$ cat src/rtl/store_buffer_if.sv
// Store buffer bus bundle: execute-stage store request, data SRAM write
// port and the load-probe lines. The master drives stores, SRAM accepts
// and load probes. The slave (the store buffer) answers them.
interface store_buffer_if;
    logic        es_st_valid;
    logic [4:0]  es_st_op;
    logic [31:0] es_st_addr;
    logic [31:0] es_st_rt;
    logic        stb_allowin;
    logic        data_sram_req;
    logic [3:0]  data_sram_wstrb;
    logic [31:0] data_sram_addr;
    logic [31:0] data_sram_wdata;
    logic        data_sram_addr_ok;
    logic        ld_valid;
    logic [31:0] ld_addr;
    logic        stb_ld_hazard;
    logic        stb_empty;

    modport master (
        output es_st_valid, es_st_op, es_st_addr, es_st_rt,
        input  stb_allowin,
        input  data_sram_req, data_sram_wstrb, data_sram_addr, data_sram_wdata,
        output data_sram_addr_ok,
        output ld_valid, ld_addr,
        input  stb_ld_hazard, stb_empty
    );

    modport slave (
        input  es_st_valid, es_st_op, es_st_addr, es_st_rt,
        output stb_allowin,
        output data_sram_req, data_sram_wstrb, data_sram_addr, data_sram_wdata,
        input  data_sram_addr_ok,
        input  ld_valid, ld_addr,
        output stb_ld_hazard, stb_empty
    );
endinterface

$ cat src/rtl/store_buffer.sv
// Two-entry store buffer between the execute stage and the data SRAM.
// Stores are lane-aligned on entry (sb/sh/sw/swl/swr) and drained in
// acceptance order, one per accepted SRAM request, with no byte merging.
// Optional feature: define STB_LD_HAZARD_EN to enable word-address
// comparison of a probing load against the occupied entries. Without it
// stb_ld_hazard is tied low and no comparators exist.
module store_buffer (
    input  logic          clk,
    input  logic          reset,
    store_buffer_if.slave sb
);
    typedef struct packed {
        logic [29:0] addr;
        logic [3:0]  wstrb;
        logic [31:0] wdata;
    } entry_t;

    entry_t     ent_q [2];
    entry_t     ent_d [2];
    logic       wr_ptr_q, wr_ptr_d;
    logic       rd_ptr_q, rd_ptr_d;
    logic [1:0] count_q, count_d;
    logic       push;
    logic       pop;
    entry_t     new_ent;

    // Byte-lane alignment of a store; op is one-hot {swr,swl,sw,sh,sb}.
    function automatic entry_t align_store(input logic [4:0]  op,
                                           input logic [31:0] addr,
                                           input logic [31:0] rt);
        entry_t     e;
        logic [1:0] off;
        off     = addr[1:0];
        e.addr  = addr[31:2];
        e.wstrb = 4'b0000;
        e.wdata = rt;
        case (op)
            5'b00001: begin
                e.wstrb = 4'b0001 << off;
                e.wdata = {4{rt[7:0]}};
            end
            5'b00010: begin
                e.wstrb = off[1] ? 4'b1100 : 4'b0011;
                e.wdata = {2{rt[15:0]}};
            end
            5'b00100: begin
                e.wstrb = 4'b1111;
                e.wdata = rt;
            end
            5'b01000: begin
                case (off)
                    2'd0:    begin e.wstrb = 4'b0001; e.wdata = {24'b0, rt[31:24]}; end
                    2'd1:    begin e.wstrb = 4'b0011; e.wdata = {16'b0, rt[31:16]}; end
                    2'd2:    begin e.wstrb = 4'b0111; e.wdata = {8'b0, rt[31:8]};   end
                    default: begin e.wstrb = 4'b1111; e.wdata = rt;                 end
                endcase
            end
            5'b10000: begin
                case (off)
                    2'd0:    begin e.wstrb = 4'b1111; e.wdata = rt;                 end
                    2'd1:    begin e.wstrb = 4'b1110; e.wdata = {rt[23:0], 8'b0};  end
                    2'd2:    begin e.wstrb = 4'b1100; e.wdata = {rt[15:0], 16'b0}; end
                    default: begin e.wstrb = 4'b1000; e.wdata = {rt[7:0], 24'b0};  end
                endcase
            end
            default: begin
                // Malformed (multi-hot) op: the slot is consumed but writes no bytes.
                e.wstrb = 4'b0000;
                e.wdata = rt;
            end
        endcase
        return e;
    endfunction

    // Next-state: push at the tail, pop at the head, count tracks occupancy.
    always_comb begin
        new_ent  = align_store(sb.es_st_op, sb.es_st_addr, sb.es_st_rt);
        push     = sb.es_st_valid && (count_q != 2'd2) && (sb.es_st_op != 5'b0);
        pop      = (count_q != 2'd0) && sb.data_sram_addr_ok;
        ent_d    = ent_q;
        wr_ptr_d = wr_ptr_q;
        rd_ptr_d = rd_ptr_q;
        count_d  = count_q;
        if (push) begin
            ent_d[wr_ptr_q] = new_ent;
            wr_ptr_d        = ~wr_ptr_q;
        end
        if (pop) begin
            rd_ptr_d = ~rd_ptr_q;
        end
        case ({push, pop})
            2'b10:   count_d = count_q + 2'd1;
            2'b01:   count_d = count_q - 2'd1;
            default: count_d = count_q;
        endcase
    end

    // Control state: reset discards every pending entry and ignores the store port.
    always_ff @(posedge clk) begin
        if (reset) begin
            count_q  <= 2'd0;
            wr_ptr_q <= 1'b0;
            rd_ptr_q <= 1'b0;
        end else begin
            count_q  <= count_d;
            wr_ptr_q <= wr_ptr_d;
            rd_ptr_q <= rd_ptr_d;
        end
    end

    // Entry payload: only meaningful while occupied, so it is never reset.
    always_ff @(posedge clk) begin
        ent_q <= ent_d;
    end

    assign sb.stb_allowin     = (count_q != 2'd2);
    assign sb.stb_empty       = (count_q == 2'd0);
    assign sb.data_sram_req   = (count_q != 2'd0);
    assign sb.data_sram_addr  = {ent_q[rd_ptr_q].addr, 2'b00};
    assign sb.data_sram_wstrb = ent_q[rd_ptr_q].wstrb;
    assign sb.data_sram_wdata = ent_q[rd_ptr_q].wdata;

`ifdef STB_LD_HAZARD_EN
    logic [1:0] occ;
    logic       unused_ld;

    // Occupied slots: both when full, only the head slot when one is pending.
    always_comb begin
        occ[0] = (count_q == 2'd2) || ((count_q == 2'd1) && (rd_ptr_q == 1'b0));
        occ[1] = (count_q == 2'd2) || ((count_q == 2'd1) && (rd_ptr_q == 1'b1));
    end

    assign sb.stb_ld_hazard = sb.ld_valid &&
                              ((occ[0] && (ent_q[0].addr == sb.ld_addr[31:2])) ||
                               (occ[1] && (ent_q[1].addr == sb.ld_addr[31:2])));
    assign unused_ld = &{1'b0, sb.ld_addr[1:0]};
`else
    logic unused_ld;
    assign sb.stb_ld_hazard = 1'b0;
    assign unused_ld = &{1'b0, sb.ld_valid, sb.ld_addr};
`endif
endmodule

$ cat src/flat_wrapper.sv
// flat-port wrapper written by rule: the top's interface ports become plain ports
module store_buffer_flat 
  (clk, reset, sb_es_st_valid, sb_es_st_op, sb_es_st_addr, sb_es_st_rt, sb_stb_allowin, sb_data_sram_req, sb_data_sram_wstrb, sb_data_sram_addr, sb_data_sram_wdata, sb_data_sram_addr_ok, sb_ld_valid, sb_ld_addr, sb_stb_ld_hazard, sb_stb_empty);
  store_buffer_if sb_i ();
  input  logic clk;
  input  logic reset;
  input wire logic [$bits(sb_i.es_st_valid)-1:0] sb_es_st_valid;
  input wire logic [$bits(sb_i.es_st_op)-1:0] sb_es_st_op;
  input wire logic [$bits(sb_i.es_st_addr)-1:0] sb_es_st_addr;
  input wire logic [$bits(sb_i.es_st_rt)-1:0] sb_es_st_rt;
  output wire logic [$bits(sb_i.stb_allowin)-1:0] sb_stb_allowin;
  output wire logic [$bits(sb_i.data_sram_req)-1:0] sb_data_sram_req;
  output wire logic [$bits(sb_i.data_sram_wstrb)-1:0] sb_data_sram_wstrb;
  output wire logic [$bits(sb_i.data_sram_addr)-1:0] sb_data_sram_addr;
  output wire logic [$bits(sb_i.data_sram_wdata)-1:0] sb_data_sram_wdata;
  input wire logic [$bits(sb_i.data_sram_addr_ok)-1:0] sb_data_sram_addr_ok;
  input wire logic [$bits(sb_i.ld_valid)-1:0] sb_ld_valid;
  input wire logic [$bits(sb_i.ld_addr)-1:0] sb_ld_addr;
  output wire logic [$bits(sb_i.stb_ld_hazard)-1:0] sb_stb_ld_hazard;
  output wire logic [$bits(sb_i.stb_empty)-1:0] sb_stb_empty;
  assign sb_i.es_st_valid = sb_es_st_valid;
  assign sb_i.es_st_op = sb_es_st_op;
  assign sb_i.es_st_addr = sb_es_st_addr;
  assign sb_i.es_st_rt = sb_es_st_rt;
  assign sb_stb_allowin = sb_i.stb_allowin;
  assign sb_data_sram_req = sb_i.data_sram_req;
  assign sb_data_sram_wstrb = sb_i.data_sram_wstrb;
  assign sb_data_sram_addr = sb_i.data_sram_addr;
  assign sb_data_sram_wdata = sb_i.data_sram_wdata;
  assign sb_i.data_sram_addr_ok = sb_data_sram_addr_ok;
  assign sb_i.ld_valid = sb_ld_valid;
  assign sb_i.ld_addr = sb_ld_addr;
  assign sb_stb_ld_hazard = sb_i.stb_ld_hazard;
  assign sb_stb_empty = sb_i.stb_empty;
  store_buffer u_core (.clk(clk), .reset(reset), .sb(sb_i));
endmodule
$ cat config.mk
export PLATFORM = sky130hd
export DESIGN_NAME = store_buffer_flat
export DESIGN_NICKNAME = d
export VERILOG_FILES = /design/src/rtl/store_buffer_if.sv /design/src/rtl/store_buffer.sv /design/src/flat_wrapper.sv
export SDC_FILE = /design/constraint.sdc
export NUM_CORES = 1
export LEC_CHECK = 0
export ABC_AREA = 1
export CORE_ASPECT_RATIO = 2
export CORE_MARGIN = 2
export CORE_UTILIZATION = 41
export CTS_BUF_LIST = sky130_fd_sc_hd__clkbuf_2
export DETAILED_ROUTE_END_ITERATION = 10
export HOLD_SLACK_MARGIN = 0.1
export PLACE_DENSITY = 0.69
export SYNTH_ARGS = -nofsm -noshare
export SYNTH_HDL_FRONTEND = slang
export SYNTH_SLANG_ARGS = --single-unit
$ cat constraint.sdc
create_clock -name clk -period 7.4 [get_ports clk]
set_input_delay 2.22 -clock clk [delete_from_list [all_inputs] [get_ports clk]]
set_output_delay 2.22 -clock clk [all_outputs]
set_load 0.01 [all_outputs]
Yosys cells after proc, flatten, opt, wreduce, memory -nomap -nowiden
Cells that the tools add are included.

word-level totals
  flip-flop bits (word level) = 136
  input port bits = 106
  output and inout bits = 72
  word-level logic and storage cells = 49

operators by class
  add/subtract/negate cells = 2
  magnitude comparators = 3
  equality and inequality tests = 10
  shifts and indexed selects = 1
  mux-type cells = 11
  bitwise operators = 4
  reductions and logical operators = 9

operators with widths
  cell                                                         count
  2-to-1 mux 66 bit                                            4
  case mux 36 bit (5 select lines)                             1
  bitwise mux 132 bit                                          1
  case mux 36 bit (3 select lines)                             1
  case mux 35 bit (3 select lines)                             1
  demux 66 bit (select 1 bit)                                  1
  == test 5 x 1 -> 1 bit (second input constant)               1
  == test 5 x 2 -> 1 bit (second input constant)               1
  == test 5 x 3 -> 1 bit (second input constant)               1
  == test 5 x 4 -> 1 bit (second input constant)               1
  == test 5 bit (second input constant)                        1
  nonzero test 5 bit                                           1
  == test 2 x 1 -> 1 bit (second input constant)               2
  == test 2 bit (second input constant)                        2
  >= comparator 2 bit (second input constant)                  2
  logical AND 1 bit                                            4
  zero test 2 bit                                              2
  2-to-1 mux 4 bit                                             1
  inverter 1 -> 2 bit                                          2
  case mux 2 bit (2 select lines)                              1
  nonzero test 2 bit                                           2
  left shift 1 x 2 -> 4 bit (first input constant)             1
  adder 2 x 1 -> 2 bit (second input constant)                 1
  less-than comparator 2 x 1 -> 1 bit (second input constant)  1
  3 further kinds                                              4

Longest topological paths before layout
  depth in word-level cells = 6
  mapped depth = 10

Worst setup path after synthesis
No wires, ideal clock.

  path kind = input to register
  start point = input sb_es_st_op[4]
  end point = register u_core.ent_q[0] (netlist name) (enable)
  arrival = 5429 ps
  path slack = 1479 ps
  cell stages on the path = 5
  buffers on the path = 1
  cell sequence = inv_2 -> buf_2 -> nand3_1 -> nand2_1 -> nor2_1

on the way
  word-level cells in the longest chain between the ends = 2

ends and longest elaborated chain
  what                  line                 text
  from (decl)           flat_wrapper.sv:8    input wire logic [$bits(sb_i.es_st_op)-1:0] sb_es_st_op;
  nonzero test 5 bit    store_buffer.sv:78   push = sb.es_st_valid && (count_q != 2'd2) && (sb.es_st_op != 5'b0);
  logical AND 1 bit     store_buffer.sv:78
  to (signal assigned)  store_buffer.sv:113  ent_q <= ent_d;
  to (decl)             store_buffer.sv:18   entry_t ent_q [2];

No other way between the ends.
A chain may end at the register's enable or synchronous reset.

Worst setup path after layout
  start point = register u_core.rd_ptr_q
  end point = output sb_data_sram_wdata[16]

on the way
  word-level cells in the longest chain between the ends = 4

ends and longest elaborated chain
  what                                       line                 text
  from (decl)                                store_buffer.sv:21   logic rd_ptr_q, rd_ptr_d;
  from (signal assigned)                     store_buffer.sv:107  rd_ptr_q <= rd_ptr_d;
  inverter 1 -> 2 bit (not written as such)  store_buffer.sv:121  assign sb.data_sram_wdata = ent_q[rd_ptr_q].wdata;
  2-to-1 mux 66 bit (3 in a row)             --
  to (decl)                                  flat_wrapper.sv:15   output wire logic [$bits(sb_i.data_sram_wdata)-1:0] sb_data_sram_wdata;

No other way between the ends. The select of a mux whose other input is x is not followed.

==> parameters.txt <==
Parameter                              Value

Pwr
  Internal power consumption ... 0.00143 W
  Power per cell area ... 232 nW/um^2
  Static Leakage ... 3.77 nW
  Worst supply voltage drop on vdd ... 147 uV
  Switch share ... 30.6%
  Overall power after layout ... 0.00206 W
  Clk pwr share ... 21.6%
  Share of total power in combinational logic ... 31.1%
  Switching power of the nets ... 0.000629 W
  Sequential cell fraction of total power ... 47.3%

Placement
  I/O Buffers ... 141
  Final HPWL DP ... 12200 um
  Final estimated routing congestion in global placement ... 0.921

Logic synthesis
  Area share of the largest cell type after synthesis ... 56.0%
  Share of synthesized flip-flops with an asynchronous set or reset ... 0%
  Largest area contributor in the netlist ... edfxtp_1
  Post-Synth Simple-Gate Area ... 30.8%
  Leading cell types by count after synthesis ... nand2_1, edfxtp_1, nand3_1, inv_1, nor2_1
  Share of synthesized cell area in full adder, half adder and majority cells ... 0.177%
  Number of register bits inferred by synthesis ... 136
  Main combinational cell family by area after synthesis ... simple AND/OR/NAND/NOR gates
  Post-synthesis cell type count ... 28
  Number of flops mapped to enable cells by yosys ... 132
  Warnings from Yosys ... 0
  Share of the synthesized netlist area taken by xor and xnor gates ... 0%
  Most used standard cell by instance count after synthesis ... nand2_1
  Synthesized netlist cell count ... 829
  Post-synth design cell area ... 7080 sq um
  Multiplexer fraction of the synthesized cell area ... 0%
  Area fraction in compound gates after synthesis ... 5.94%
  Synth area leaders ... edfxtp_1, nand2_1, nand3_1
  Average cell area after synthesis ... 8.54 sq um
  Proportion of synthesized chip area in sequential cells ... 57.2%
  Post-synth top flop ... edfxtp_1

Clock tree
  Number of buffers inserted for hold repair after clock tree synthesis ... 0
  Clock latency at the later pin of the worst-skew pair ... 0.68 ns
  TritonCTS clock tree ... done
  Clk Tree Root Cell ... clkbuf_2
  CTS buffer count ... 17
  CTS sink cnt ... 136
  Maximum buffer depth of the clock tree ... 2
  Number of setup buffers added after CTS ... 0
  Post-cts resize count ... 0
  Htree depth ... 4
  Clock-pin slew of the registers on the worst-case setup and hold paths ... 0.17 ns

Drt
  Vias post-DR ... 6249
  Via density ... 5.28
  Residual DRC ... 0
  Overall routed net length ... 19000 um
  Routed wirelength normalized by instance count ... 16.1 um
  Antenna-violating nets left ... 0
  First-pass iteration count of the detailed router ... 5
  Drt initial violations ... 514

GRT
  Maximum number of pins on one net before global-route repair ... 68
  First-pass GRT wire length ... 29800 um
  Vias in the first global route ... 5818
  Global route overflow ... 0
  Total track usage ... 20.6%
  Number of antenna violations at the first check in global routing ... 1

Critical path
  Kind of start point of the critical path ... flip-flop
  CP Capture Type ... output port
  Worst EP required ... 5.18 ns
  Crit Path Category ... reg2out
  Worst-path fanout max ... 67
  Arrival time worst endpoint ... 2.42 ns

Worst hold path
  Worst min-delay path class ... reg2reg

Timing
  Fmax ... 0.215 GHz
  Count of pins over their slew limit ... 0
  Remaining max-slew budget at the tightest pin ... 46.8%
  Pin slew with the least headroom to its limit ... 0.796 ns
  Total Neg Setup Slack ... 0 ns
  Setup repair after global routing missed its margin ... no
  Minimum clock period ... 4.64 ns
  Post-route fraction of the period consumed by the critical path ... 62.7%
  Setup Viol. Count Final ... 0
  Clock skew after layout ... 0.0269 ns
  Final hold violation count ... 0

Floorplan
  Die height ... 190 um
  Chip Width ... 96.9 um
  Floorplan Core Area ... 17100 sq um
  Number of placement rows ... 68
  Effective utilization at floorplan ... 41.4%
  Full die area ... 18400 sq um
  Io pins ... 178

Layout
  Number of filler instances in the final layout ... 1617
  Layout cell share with drive strength beyond 1 ... 6.89%
  Finished Core Util ... 51.9%
  Area grow syn2layout ... 25.4%
  Total Nets Final ... 1066

Outcome
  Run status ... finished, final reports clean

Job
  Reported max-cap violation count ... 0
## critical path, stage by stage (launching register included)
cell             delay [ns]
dfxtp_2                0.36
inv_2                  0.04
buf_4                  0.57
nand2_1                0.11
nand2_1                0.11
clkdlybuf4s50_1        0.54
## cells in the final DEF (no fill, tap or decap), types with 9 or more instances in the layout
cell type / count
nor2_4: 9
o21ai_0: 32
edfxtp_1: 132
clkbuf_2: 22
inv_1: 51
nand3_1: 72
nand2_1: 381
a21oi_1: 16
o211ai_1: 20
clkdlybuf4s50_1: 141
nor2_1: 36
nand4_1: 9
## final cells by class
type / instances / area [sq um] / share of cell area (%)
Antenna cell: 1 / 2.50 / 0.0282
Clock buffer: 22 / 110 / 1.24
Clock inverter: 10 / 129 / 1.45
Inverter: 58 / 218 / 2.45
Multi-Input combinational cell: 598 / 2640 / 29.8
Sequential cell: 136 / 4050 / 45.6
Tap cell: 210 / 263 / 2.96
Timing Repair Buffer: 148 / 1460 / 16.5
## cell families after synthesis
kind of cell             after synthesis
AO/OA/AOI/OAI                         73
flip-flops                           136
buffers and inverters                 97
adder cells (fa/ha/maj)                1
other                                  1
AND/OR/NAND/NOR                      521
## per-stage QoR
stage	instances	hold slack, ns	instance area (sq um)	setup slack [ns]
finish	1183	0.573	8870	2.76
floorplan	831	0.495	7080	1.48
global placement	1150	0.529	8630	2.40
detailed placement	1150	0.548	8630	2.34
CTS	1182	0.571	8870	2.62
global route	1183	0.602	8870	2.47
## metal layers
layer	share of wire [%]	vias up	GRT usage (%)
li1	-	3008	-
met1	40	2844	26.3
met2	47	334	33.0
met3	7.8	63	3.97
met4	4.7	0	11.3
met5	0	-	0
## final timing paths
| check | start | endpoint | slack [ns] | depth (start not counted) |
|---|---|---|---|---|
| setup / recovery | u_core.rd_ptr_q$_SDFFE_PP0P_ | sb_data_sram_wdata[16] | 2.76 | 5 |
| hold / removal | u_core.count_q[0]$_SDFFE_PP0P_ | u_core.count_q[0]$_SDFFE_PP0P_ | 0.57 | 2 |
| setup reg to reg | u_core.count_q[0]$_SDFFE_PP0P_ | u_core.ent_q[51]$_DFFE_PP_ | 4.74 | 5 |
| hold reg to reg | u_core.count_q[0]$_SDFFE_PP0P_ | u_core.count_q[0]$_SDFFE_PP0P_ | 0.57 | 2 |
## state kept, by name, summed over array words and instances (netlist names)
signal / cells
u_core.ent_q: 132
u_core.rd_ptr_q: 1
u_core.wr_ptr_q: 1
u_core.count_q: 2
## power by group through the flow
stage | registers, W | clock network (W) | logic (W)
final | 0.000973 | 0.000444 | 0.000641
after detailed placement | 0.000992 | 0 | 0.000648
after global placement | 0.000989 | 0 | 0.000642
after global routing | 0.000982 | 0.000494 | 0.000701
after floorplan | 0.000994 | 0 | 0.000305
after CTS | 0.000974 | 0.000466 | 0.000650
Note: power is estimated with default switching activity, not from simulation.
